File: config.mk
export PLATFORM = sky130hd
export DESIGN_NAME = wb_rr_arbiter
export DESIGN_NICKNAME = d
export VERILOG_FILES = /design/src/rtl/wb_rr_arbiter.sv
export SDC_FILE = /design/constraint.sdc
export NUM_CORES = 1
export LEC_CHECK = 0
export CORE_AREA = 2 2 124 126
export CTS_CLUSTER_SIZE = 40
export DETAILED_ROUTE_END_ITERATION = 10
export DIE_AREA = 0 0 126 128
export PLACE_DENSITY_LB_ADDON = 0.3
export SKIP_LAST_GASP = 1
export SYNTH_ARGS = -nofsm -noshare
export SYNTH_HDL_FRONTEND = slang
export SYNTH_SLANG_ARGS = --single-unit
export TNS_END_PERCENT = 10
File: constraint.sdc
create_clock -name clk -period 2.5 [get_ports clk]
set_input_delay 0.375 -clock clk [delete_from_list [all_inputs] [get_ports clk]]
set_output_delay 0.375 -clock clk [all_outputs]
set_load 0.01 [all_outputs]
File: src/rtl/wb_rr_arbiter.sv
// ---------------------------------------------------------------------------
// wb_rr_arbiter
//   Shares one Wishbone slave port between two masters: the LM32 instruction
//   bus (m0) and the LM32 data bus (m1). Arbitration is round-robin. A bus
//   watchdog returns an error to the granted master when the slave never acks,
//   then releases the bus.
//
// Handshake: Wishbone classic. A master request is valid while cyc & stb are
//   high. The slave completes a beat by raising s_ack_i for one cycle. The
//   arbiter forwards that ack to the granted master with zero latency. The
//   granted master keeps the bus until it drops cyc, even between beats.
//
// Ports
//   clk, reset          system clock, synchronous active-high reset
//   mN_adr/dat/sel/we/cyc/stb_i   master N request (N = 0,1)
//   mN_dat_o            slave read data, broadcast to both masters
//   mN_ack_o, mN_err_o  ack / bus-timeout error to master N
//   s_adr/dat/sel/we/cyc/stb_o    request forwarded to the slave
//   s_dat_i, s_ack_i    slave read data and ack
//   grant_o             one-hot grant: 01 = m0, 10 = m1, 00 = none
//   timeout_o           one-cycle pulse when the watchdog fires
//   state_o             FSM state (0 IDLE, 1 BUSY, 2 ERR), for observation
// ---------------------------------------------------------------------------
module wb_rr_arbiter #(
  parameter int ADR_W          = 32,
  parameter int TIMEOUT_CYCLES = 255
) (
  input  logic             clk,
  input  logic             reset,
  input  logic [ADR_W-1:0] m0_adr_i,
  input  logic [31:0]      m0_dat_i,
  input  logic [3:0]       m0_sel_i,
  input  logic             m0_we_i,
  input  logic             m0_cyc_i,
  input  logic             m0_stb_i,
  output logic [31:0]      m0_dat_o,
  output logic             m0_ack_o,
  output logic             m0_err_o,
  input  logic [ADR_W-1:0] m1_adr_i,
  input  logic [31:0]      m1_dat_i,
  input  logic [3:0]       m1_sel_i,
  input  logic             m1_we_i,
  input  logic             m1_cyc_i,
  input  logic             m1_stb_i,
  output logic [31:0]      m1_dat_o,
  output logic             m1_ack_o,
  output logic             m1_err_o,
  output logic [ADR_W-1:0] s_adr_o,
  output logic [31:0]      s_dat_o,
  output logic [3:0]       s_sel_o,
  output logic             s_we_o,
  output logic             s_cyc_o,
  output logic             s_stb_o,
  input  logic [31:0]      s_dat_i,
  input  logic             s_ack_i,
  output logic [1:0]       grant_o,
  output logic             timeout_o,
  output logic [1:0]       state_o
);

  localparam logic [1:0] IDLE = 2'd0;
  localparam logic [1:0] BUSY = 2'd1;
  localparam logic [1:0] ERR  = 2'd2;

  // A zero timeout disables the watchdog. The counter keeps a 1-bit width then,
  // so that no zero-width vector is declared.
  localparam bit WD_EN = (TIMEOUT_CYCLES > 0);
  localparam int CW    = WD_EN ? $clog2(TIMEOUT_CYCLES + 1) : 1;
  localparam logic [CW-1:0] WD_LAST = CW'(WD_EN ? TIMEOUT_CYCLES - 1 : 0);

  logic [1:0]    state;
  logic [1:0]    grant;
  logic          last_m1;   // 1 when m1 held the bus most recently
  logic [CW-1:0] wd_cnt;

  logic req0, req1;
  logic busy, sel_m1;
  logic g_cyc, g_stb;

  assign req0   = m0_cyc_i & m0_stb_i;
  assign req1   = m1_cyc_i & m1_stb_i;
  assign busy   = (state == BUSY);
  assign sel_m1 = grant[1];
  assign g_cyc  = sel_m1 ? m1_cyc_i : m0_cyc_i;
  assign g_stb  = sel_m1 ? m1_stb_i : m0_stb_i;

  // The slave side is driven only in BUSY. IDLE and ERR present an idle bus.
  assign s_adr_o = busy ? (sel_m1 ? m1_adr_i : m0_adr_i) : '0;
  assign s_dat_o = busy ? (sel_m1 ? m1_dat_i : m0_dat_i) : '0;
  assign s_sel_o = busy ? (sel_m1 ? m1_sel_i : m0_sel_i) : '0;
  assign s_we_o  = busy & (sel_m1 ? m1_we_i : m0_we_i);
  assign s_cyc_o = busy & g_cyc;
  assign s_stb_o = busy & g_stb;

  assign m0_dat_o = s_dat_i;
  assign m1_dat_o = s_dat_i;

  // The ack passes straight through in BUSY. A stray ack in IDLE or ERR is dropped.
  assign m0_ack_o = busy & grant[0] & s_ack_i;
  assign m1_ack_o = busy & grant[1] & s_ack_i;
  assign m0_err_o = (state == ERR) & grant[0];
  assign m1_err_o = (state == ERR) & grant[1];

  assign timeout_o = (state == ERR);
  assign grant_o   = grant;
  assign state_o   = state;

  always_ff @(posedge clk) begin
    if (reset) begin
      state   <= IDLE;
      grant   <= 2'b00;
      last_m1 <= 1'b1;
      wd_cnt  <= '0;
    end else begin
      case (state)
        IDLE: begin
          wd_cnt <= '0;
          if (req0 | req1) begin
            state <= BUSY;
            // m0 wins when it is alone, or when both request and m1 went last.
            if (req0 && (!req1 || last_m1)) grant <= 2'b01;
            else                            grant <= 2'b10;
          end
        end
        BUSY: begin
          if (!g_cyc) begin
            state   <= IDLE;
            last_m1 <= grant[1];
            grant   <= 2'b00;
            wd_cnt  <= '0;
          end else if (WD_EN && g_stb && !s_ack_i) begin
            // An ack on the final count cycle takes the else branch and wins.
            if (wd_cnt == WD_LAST) begin
              state  <= ERR;
              wd_cnt <= '0;
            end else begin
              wd_cnt <= wd_cnt + CW'(1);
            end
          end else begin
            wd_cnt <= '0;
          end
        end
        ERR: begin
          state   <= IDLE;
          last_m1 <= grant[1];
          grant   <= 2'b00;
          wd_cnt  <= '0;
        end
        default: begin
          state  <= IDLE;
          grant  <= 2'b00;
          wd_cnt <= '0;
        end
      endcase
    end
  end

endmodule

==> results.md, run 1 <==
- The first global-routing pass estimated 12.3 mm of wire.
- The post-route clock period utilization is 89.6%.
- The number of H-tree branching levels is 1.
- The worst hold path passes through 2 cells.
- The number of buffer cells added on primary ports is between 200 and 250.
- The path class of the lowest-slack min-delay path is flip-flop to flip-flop.
- The floorplan step defined a core boundary enclosing 14900 um2.
- Entering global routing, the biggest net connects 44 pins.
- The first detailed-routing pass ran for 4 iterations.
- Buffers inserted to repair hold after CTS numbered 0.
- In this run the power spent charging and discharging nets is 331 uW.
- Global routing used 9.29% of the available tracks.
- VDD sags by at most 178 uV.
- The sort of element at the end of the critical path is a primary output.
- Net switching is 27.9% of the power.
- The standby leakage power is 1.45 nW.
- The cell count after synthesis is 299.
- The worst setup slack for register-to-register paths is 0.59 ns.
- The via count is 2548.
- The register area share after synthesis is a little under an eighth.
- The critical path goes through nand2b_2 > buf_4 > nor2_1 > clkdlybuf4s50_1.
- The floorplan has 45 rows.
- The max-cap violation count is 0.
- Setup violations remaining at the end of the flow were counted as 0.
- Synthesis produced a netlist with a net count of 478.
- The critical path required time is about 2.1 ns.
- The die height is 128 um.
- Of all nets on the critical path, the largest fanout is 29.
- The fraction of power consumed by sequential logic is about a fifth.
- The number of warnings reported in the yosys synthesis log is 0.
- Leaving out fill and tap cells, the most frequent cell in the layout is sky130_fd_sc_hd__clkdlybuf4s50_1.
- The number of clock sinks is 13.
- The capture endpoint of the worst hold path is wd_cnt[6].
- The area growth from synthesis to layout is 94.4%.
- The launch point of the worst reg-to-reg path is state_o[0].
- Once the floorplan was initialized, standard cells occupied 14.8% of the core.
- The number of pins with negative max-slew slack in the final report is 0.
- The initial antenna violation count is 0.
- The first routing iteration left 86 violations.
- The largest buffer count on any clock path is 2.
- The logic depth of the worst register-to-register path is 4.
- Global routing finished with a remaining overflow of 0.
- Pin placement for this block handled ~320 I/O pins.
- Derived from the worst setup path, the maximum achievable clock frequency is 447 MHz.
- The die outline area is approximately 16000 um2.
- The clock skew after layout is 0.00215 ns.
- The sum of negative setup slack is 0 ns.
- The net count of the finished layout is approximately 630.
- At the later pin of the worst-skew pair, clock insertion delay measures 0.24 ns.
- TritonCTS built the clock tree.
- In the routed layout, each cell is associated on average with a via count of 3.99.
- The wire length per cell after detailed routing is 13.0 um.
- The detailed-placement wirelength estimate is 6.94 mm.
- The residual DRC count is 0.
- After clock tree synthesis, the repair step resized 0 gates.
- Per report_power, the clock group accounts for between 20% and 30% of the total.
- Routability-driven placement finished with a final weighted congestion of between 0.8 and 0.9.
- After synthesis, the largest area contributor takes up 31.8% of total cell area.
- The kind of start point of the critical path is a flip-flop.
- At the placement stage, the worst setup path has a slack of 0.300 ns.
- The internal power contribution is 855 uW.
- In the layout the commonest cells are sky130_fd_sc_hd__clkdlybuf4s50_1, sky130_fd_sc_hd__nor2_1, sky130_fd_sc_hd__mux2i_1.
- Excluding fillers, the count of instances in the completed layout stands at 639.
- The total power of the final layout is 1.19 mW.
- In this run the worst setup path begins at state_o[0].
- The category of the most critical setup path is flip-flop to primary output.
- The via count of the first global-routing pass was 2456.
- For the worst setup path, the data arrival time is 1.86 ns.
- Of the total power, combinational logic draws between 50% and 60%.
- The delay of the slowest cell on the worst path is ~0.56 ns.
- The hold path startpoint is wd_cnt[6].
- The count of different cell masters after synthesis is 38.
- Setup repair after global routing left no endpoint under its margin.
- The number of synthesized register bits is 13.
- In the post-synthesis netlist, the biggest area contributors are sky130_fd_sc_hd__mux2i_1, sky130_fd_sc_hd__buf_4, sky130_fd_sc_hd__nor2_1.
- 0 antenna diodes ended up in the layout.
- The width of the die is 126 um.
- The clock transition at the registers of the reported paths is roughly 0.040 ns.
- The run finished with clean final reports.
- At the pin with the least slew margin, the transition time is between 0.5 and 0.6 ns.
- The max-slew headroom at the worst pin is 66.3%.
- The areal power density over the cells is 277 nW/um2.
- The ratio of cells with drive above 1 in the final layout is between 3 and 4%.
- The time the worst path needs with I/O delays and setup is roughly 2.2 ns.
- The clock root buffer is sky130_fd_sc_hd__clkbuf_16.
- Wires add up to 8.31 mm.
- The average cell area after synthesis is around 7.4 um2.
- Counting the buffers created by CTS gives 3.
- The highest-delay cell along the critical path is sky130_fd_sc_hd__clkdlybuf4s50_1.
- Buffers added to address setup during post-CTS repair amount to 0.
- Including well taps, the total number of placed cells is 635.
- The number of hold violations in the final report came to 0.
- The cell area that synthesis handed to floorplanning was between 2000 and 2500 um2.
- After filler insertion, the fill cell instance count of the layout stands at 1631.
- The share of the core filled with cells is approximately 29%.
- The worst setup margin is 0.261 ns.
- The endpoint of the worst register-to-register path is state_o[1].
- The antenna violation net count after detailed routing is 0.
- The cell type with the highest aggregate area in the netlist is sky130_fd_sc_hd__mux2i_1.
-- cell type report --
class / instances / area, um2 / area share [%]
inverter: 4 / 15.0 / 0.351
multi-input combinational: 200 / 1360 / 31.8
tap: 188 / 235 / 5.50
sequential: 13 / 264 / 6.17
clock buffer: 4 / 78.8 / 1.84
timing repair buffer: 230 / 2320 / 54.3
-- critical path, delay by kind of cell (launching register included) --
| family | cells | cell delay [ns] |
|---|---|---|
| buffers and inverters | 2 | 0.81 |
| DFF | 1 | 0.47 |
| and+or+nand+nor | 2 | 0.33 |
-- Yosys cell counts --
| library cell | count |
|---|---|
| sky130_fd_sc_hd__or4b_1 | 1 |
| sky130_fd_sc_hd__nand2b_1 | 2 |
| sky130_fd_sc_hd__buf_4 | 64 |
| sky130_fd_sc_hd__a221o_1 | 1 |
| sky130_fd_sc_hd__and3b_1 | 1 |
| sky130_fd_sc_hd__clkbuf_1 | 8 |
| sky130_fd_sc_hd__xor2_1 | 2 |
| sky130_fd_sc_hd__o22ai_1 | 1 |
| sky130_fd_sc_hd__a22oi_1 | 2 |
| sky130_fd_sc_hd__or3_1 | 1 |
| sky130_fd_sc_hd__nor3_1 | 5 |
| sky130_fd_sc_hd__mux2_2 | 1 |
| sky130_fd_sc_hd__dfxtp_1 | 13 |
| sky130_fd_sc_hd__or2_2 | 1 |
| sky130_fd_sc_hd__o31ai_1 | 2 |
| sky130_fd_sc_hd__nand3b_1 | 1 |
| sky130_fd_sc_hd__o21ai_0 | 2 |
| sky130_fd_sc_hd__and2_1 | 2 |
| sky130_fd_sc_hd__nand4_1 | 1 |
| sky130_fd_sc_hd__a21oi_1 | 4 |
| sky130_fd_sc_hd__o21bai_1 | 2 |
| sky130_fd_sc_hd__nor2b_1 | 2 |
| sky130_fd_sc_hd__and3_1 | 2 |
| sky130_fd_sc_hd__a211oi_2 | 1 |
| sky130_fd_sc_hd__inv_1 | 4 |
| sky130_fd_sc_hd__mux2i_1 | 70 |
| sky130_fd_sc_hd__nand3_1 | 6 |
| sky130_fd_sc_hd__nor4_1 | 1 |
| sky130_fd_sc_hd__buf_6 | 1 |
| sky130_fd_sc_hd__nor3b_1 | 1 |
| sky130_fd_sc_hd__o2111ai_1 | 2 |
| sky130_fd_sc_hd__buf_2 | 9 |
| sky130_fd_sc_hd__a31oi_1 | 1 |
| sky130_fd_sc_hd__nor2_1 | 72 |
| sky130_fd_sc_hd__xnor2_1 | 1 |
| sky130_fd_sc_hd__nand2_1 | 5 |
| sky130_fd_sc_hd__or4_1 | 2 |
| sky130_fd_sc_hd__ha_1 | 2 |
-- cell families after synthesis --
logic type               share of synthesized area, %
buffers and inverters                            26.4
AND/OR/NAND/NOR                                  21.3
AO/OA/AOI/OAI                                    5.80
flip-flops                                       11.8
XOR/XNOR                                         1.19
multiplexers                                     32.3
adder cells (fa/ha/maj)                          1.14
-- sequential cells by signal, summed over array words and instances, names as in the netlist --
| register | cells |
|---|---|
| last_m1 | 1 |
| wd_cnt | 8 |
| state_o | 2 |
| grant_o | 2 |
-- metal layers --
layer	share of wire [%]	GRT usage, %	vias to the layer above
met2	47	15.4	158
met5	0	0	-
met4	1.7	2.71	0
met1	38	10.8	1115
met3	13	4.17	19
li1	-	-	1256
-- power groups by stage --
stage	Clock [mW]	Sequential (mW)	Combinational, mW
floorplan	0	0.223	0.344
global placement	0	0.226	0.669
detailed placement	0	0.226	0.673
CTS	0.304	0.222	0.676
global route	0.318	0.223	0.719
finish	0.298	0.222	0.666
-- worst max path at each step --
stage | end | slack [ns]
after global placement | s_cyc_o | 0.33
after detailed placement | s_cyc_o | 0.30
after floorplan | s_adr_o[10] | 0.79
after CTS | s_we_o | 0.23
after global routing | s_adr_o[9] | 0.15
final | s_adr_o[9] | 0.26
-- through the flow --
step / hold WS, ns / instance area (um2)
floorplan: 0.444 / 2200
global placement: 0.474 / 4200
detailed placement: 0.493 / 4200
CTS: 0.501 / 4280
global route: 0.542 / 4280
finish: 0.501 / 4280
Power figures use the tool's default switching activity.
==> inputs of run 2 (changes only) <==
--- a/config.mk
+++ b/config.mk
@@ -9,6 +9,7 @@
 export CTS_CLUSTER_SIZE = 40
 export DETAILED_ROUTE_END_ITERATION = 10
 export DIE_AREA = 0 0 126 128
+export GPL_TIMING_DRIVEN = 0
 export PLACE_DENSITY_LB_ADDON = 0.3
 export SKIP_LAST_GASP = 1
 export SYNTH_ARGS = -nofsm -noshare
==> results.md, run 2 (same netlist as run 1, synthesis figures left out) <==
- The run finished with clean final reports.
- The power share of the combinational group is 62.8% (+6.6 points).
- The net switching component of the power is 407 uW (+23%).
- The net count of the finished layout is 771 (+22%).
- The worst setup slack for register-to-register paths is 0.83 ns (+0.24 ns).
- The count of antenna diodes in the layout is 0 (unchanged).
- The number of flip-flops in the largest register is 8 (unchanged).
- The largest buffer count on any clock path is 2 (unchanged).
- The largest fanout on the critical path was 10 (-66%).
- The sum of negative setup slack is 0 ns (unchanged).
- The worst setup path is captured at a primary output.
- The total routing resource utilization after global routing was 11.2% (+2.0 points).
- The maximum vdd ir drop is 247 uV (+38%).
- The kind of start point of the critical path is a flip-flop.
- The wire length of the first global-routing pass came to 15.0 mm (+23%).
- The via count came to 3070 (+20%).
- The logic depth of the worst register-to-register path was 5 (+1).
- The library cell used most frequently in the layout, excluding fill and tap cells, is sky130_fd_sc_hd__clkdlybuf4s50_1.
- The die outline area was 16100 um2 (unchanged).
- Compared with the post-synthesis result, the final layout area differs by 147%.
- The via count of the first global-routing pass is 3065 (+25%).
- The areal power density over the cells came to 260 nW/um2 (-6.1%).
- The initial antenna violation count came to 0 (unchanged).
- The hold path startpoint is wd_cnt[6].
- The largest net degree at the start of global routing is 11 (-75%).
- The via count normalized by instance count was 3.94 (-1.2%).
- The data arrival at the endpoint of the critical path is 2.00 ns (+0.14 ns).
- Ranked by flip-flop count, first place goes to wd_cnt.
- The critical path required time is 2.12 ns (about the same).
- In the layout the commonest cells are sky130_fd_sc_hd__clkdlybuf4s50_1, sky130_fd_sc_hd__nor2_1, sky130_fd_sc_hd__mux2i_1.
- The routed wire length is 10.3 mm (+24%).
- The clock transition at the registers of the reported paths is 0.05 ns (about the same).
- The area of the multi-input gates is 1360 um2 (-0.18%).
- The placed cell count is 775 (+22%).
- The most critical setup path has its startpoint at state_o[1].
- The time the worst path needs with I/O delays and setup is 2.37 ns (+0.136 ns).
- The smallest hold slack is 0.509 ns (+0.00753 ns).
- The post-route clock period utilization was 95.0% (+5.4 points).
- The share of the core filled with cells is 36.5% (+7.8 points).
- The max-cap violation count is 0 (unchanged).
- The DRC marker count from the first detailed-route iteration is 66 (-23%).
- The die height is 128 um (unchanged).
- The internal power contribution is 1.01 mW (+18%).
- The number of pins with negative max-slew slack in the final report is 0 (unchanged).
- The floorplan row count is 45 (unchanged).
- The detailed-placement wirelength estimate is 8.91 mm (+28%).
- The wire length per cell after detailed routing was 13.3 um (+2.1%).
- The number of buffer cells added on primary ports is 288 (+29%).
- The standby leakage power was 2.04 nW (+41%).
- The fraction of power consumed by sequential logic is 15.5% (-3.2 points).
- The core area is 14900 um2 (unchanged).
- The min-delay analysis places its worst path in the category flip-flop to flip-flop.
- The initial standard-cell utilization of the core is 14.8% (unchanged).
- The count of boundary I/O pins is 321 (unchanged).
- The portion of total power attributed to the clock network is 21.6% (-3.5 points).
- The setup violation total in the final timing report is 0 (unchanged).
- The clock skew after layout was 0.00357 ns (+0.00143 ns).
- The antenna violation net count after detailed routing is 0 (unchanged).
- The fmax was 421 MHz (-5.7%).
- The overall overflow remaining after global route is 0 (unchanged).
- The filler-free cell count of the finished design is 779 (+22%).
- The signal on the critical path passes through nand2b_1 > buf_6 > clkbuf_1 > nor2_1 > clkdlybuf4s50_1.
- The detailed-routing iteration count for the pre-antenna-repair pass was 5 (+1).
- On the critical path, the stage with the largest delay is an instance of sky130_fd_sc_hd__clkdlybuf4s50_1.
- The clock buffer count from CTS came to 3 (unchanged).
- The ratio of cells with drive above 1 in the final layout came to 14.4% (+11 points).
- The number of H-tree branching levels is 1 (unchanged).
- The worst setup path is of the flip-flop to primary output kind.
- The width of the die is 126 um (unchanged).
- The number of clock sinks came to 13 (unchanged).
- In this run the critical register-to-register path is launched from state_o[1].
- The instance count along the most critical hold path came to 2 (unchanged).
- TritonCTS built the clock tree.
- The net switching share of the total power is 28.8% (+0.91 points).
- The clock latency on the worst-skew pair is 0.24 ns (about the same).
- The residual DRC count is 0 (unchanged).
- The slew at the pin closest to its max-slew limit came to 0.474 ns (-0.0299 ns).
- The delay of the slowest cell on the worst path came to 0.52 ns (-0.04 ns).
- The fill cell instance count of the final layout came to 1553 (-4.8%).
- Setup repair after global routing could not meet its margin everywhere.
- The area taken by flip-flops and latches is 260 um2 (-1.4%).
- The max-slew headroom at the worst pin came to 68.3% (+2.0 points).
- The weighted congestion reported at the end of routability-driven placement was 0.777 (-3.5%).
- The tree is rooted in a sky130_fd_sc_hd__clkbuf_16.
- The post-CTS setup buffer count came to 0 (unchanged).
- The number of hold violations in the final report is 0 (unchanged).
==> run 2: changes by cell type in the layout (fill, tap and decap cells not counted) <==
cell	before	now
sky130_fd_sc_hd__dfxtp_1	12	13
sky130_fd_sc_hd__clkbuf_2	0	3
sky130_fd_sc_hd__clkbuf_1	1	4
sky130_fd_sc_hd__clkdlybuf4s50_1	224	288
sky130_fd_sc_hd__buf_12	3	0
sky130_fd_sc_hd__dfxtp_4	1	0
sky130_fd_sc_hd__nand2b_1	1	2
sky130_fd_sc_hd__nand2b_2	1	0
sky130_fd_sc_hd__buf_2	0	3
sky130_fd_sc_hd__buf_6	0	4
sky130_fd_sc_hd__clkinv_2	0	1
sky130_fd_sc_hd__buf_4	3	68
==> run 2: area by class of cell <==
| cell class | instances | share of cell area (%) |
|---|---|---|
| repair buffers | 288 | 53.1 |
| multi-input cells | 200 | 25.0 |
| plain buffers | 82 | 11.1 |
| flip-flops and latches | 13 | 4.79 |
| well taps | 188 | 4.33 |
| clock buffers | 3 | 1.38 |
| inverters | 4 | 0.276 |
| clock inverters | 1 | 0.0921 |
==> run 2: path summary, 6_finish.rpt <==
kind / endpoint
hold / removal: wd_cnt[6]
setup reg to reg: wd_cnt[5]
setup / recovery: s_dat_o[6]
hold reg to reg: wd_cnt[6]
==> run 2: critical path, delay by kind of cell, from the launching register on <==
family | cells | cell delay [ns]
buffers and inverters | 3 | 1.04
DFF | 1 | 0.45
and+or+nand+nor | 2 | 0.27
==> run 2: power groups by stage <==
| stage | Clock (mW) | Combinational [mW] | Sequential (mW) |
|---|---|---|---|
| after global placement | 0 | 0.882 | 0.223 |
| after CTS | 0.313 | 0.896 | 0.219 |
| after floorplan | 0 | 0.344 | 0.223 |
| final | 0.306 | 0.888 | 0.219 |
| after global routing | 0.327 | 0.951 | 0.220 |
| after detailed placement | 0 | 0.887 | 0.223 |
==> run 2: layer usage <==
| layer | vias to the layer above | wire, um | track usage [%] |
|---|---|---|---|
| met5 | - | 0 | 0 |
| met2 | 172 | 5430 | 21.6 |
| met1 | 1362 | 3910 | 12.8 |
| li1 | 1532 | - | - |
| met4 | 0 | 25 | 0.582 |
| met3 | 4 | 986 | 3.46 |
==> run 2: what timing repair did <==
| item | in CTS | in global routing |
|---|---|---|
| cloned | 0 | 0 |
| resized for setup | 8 | 10 |
| endpoints found under the setup margin | 61 | 50 |
| hold buffers | 0 | 0 |
==> run 2: metrics by stage <==
stage               setup slack, ns  instance area [um2]  total power, mW
floorplan                     0.785                 2200            0.567
global placement             -0.196                 5320             1.10
detailed placement           -0.191                 5320             1.11
CTS                          0.0241                 5420             1.43
global route                -0.0273                 5430             1.50
finish                        0.125                 5430             1.41
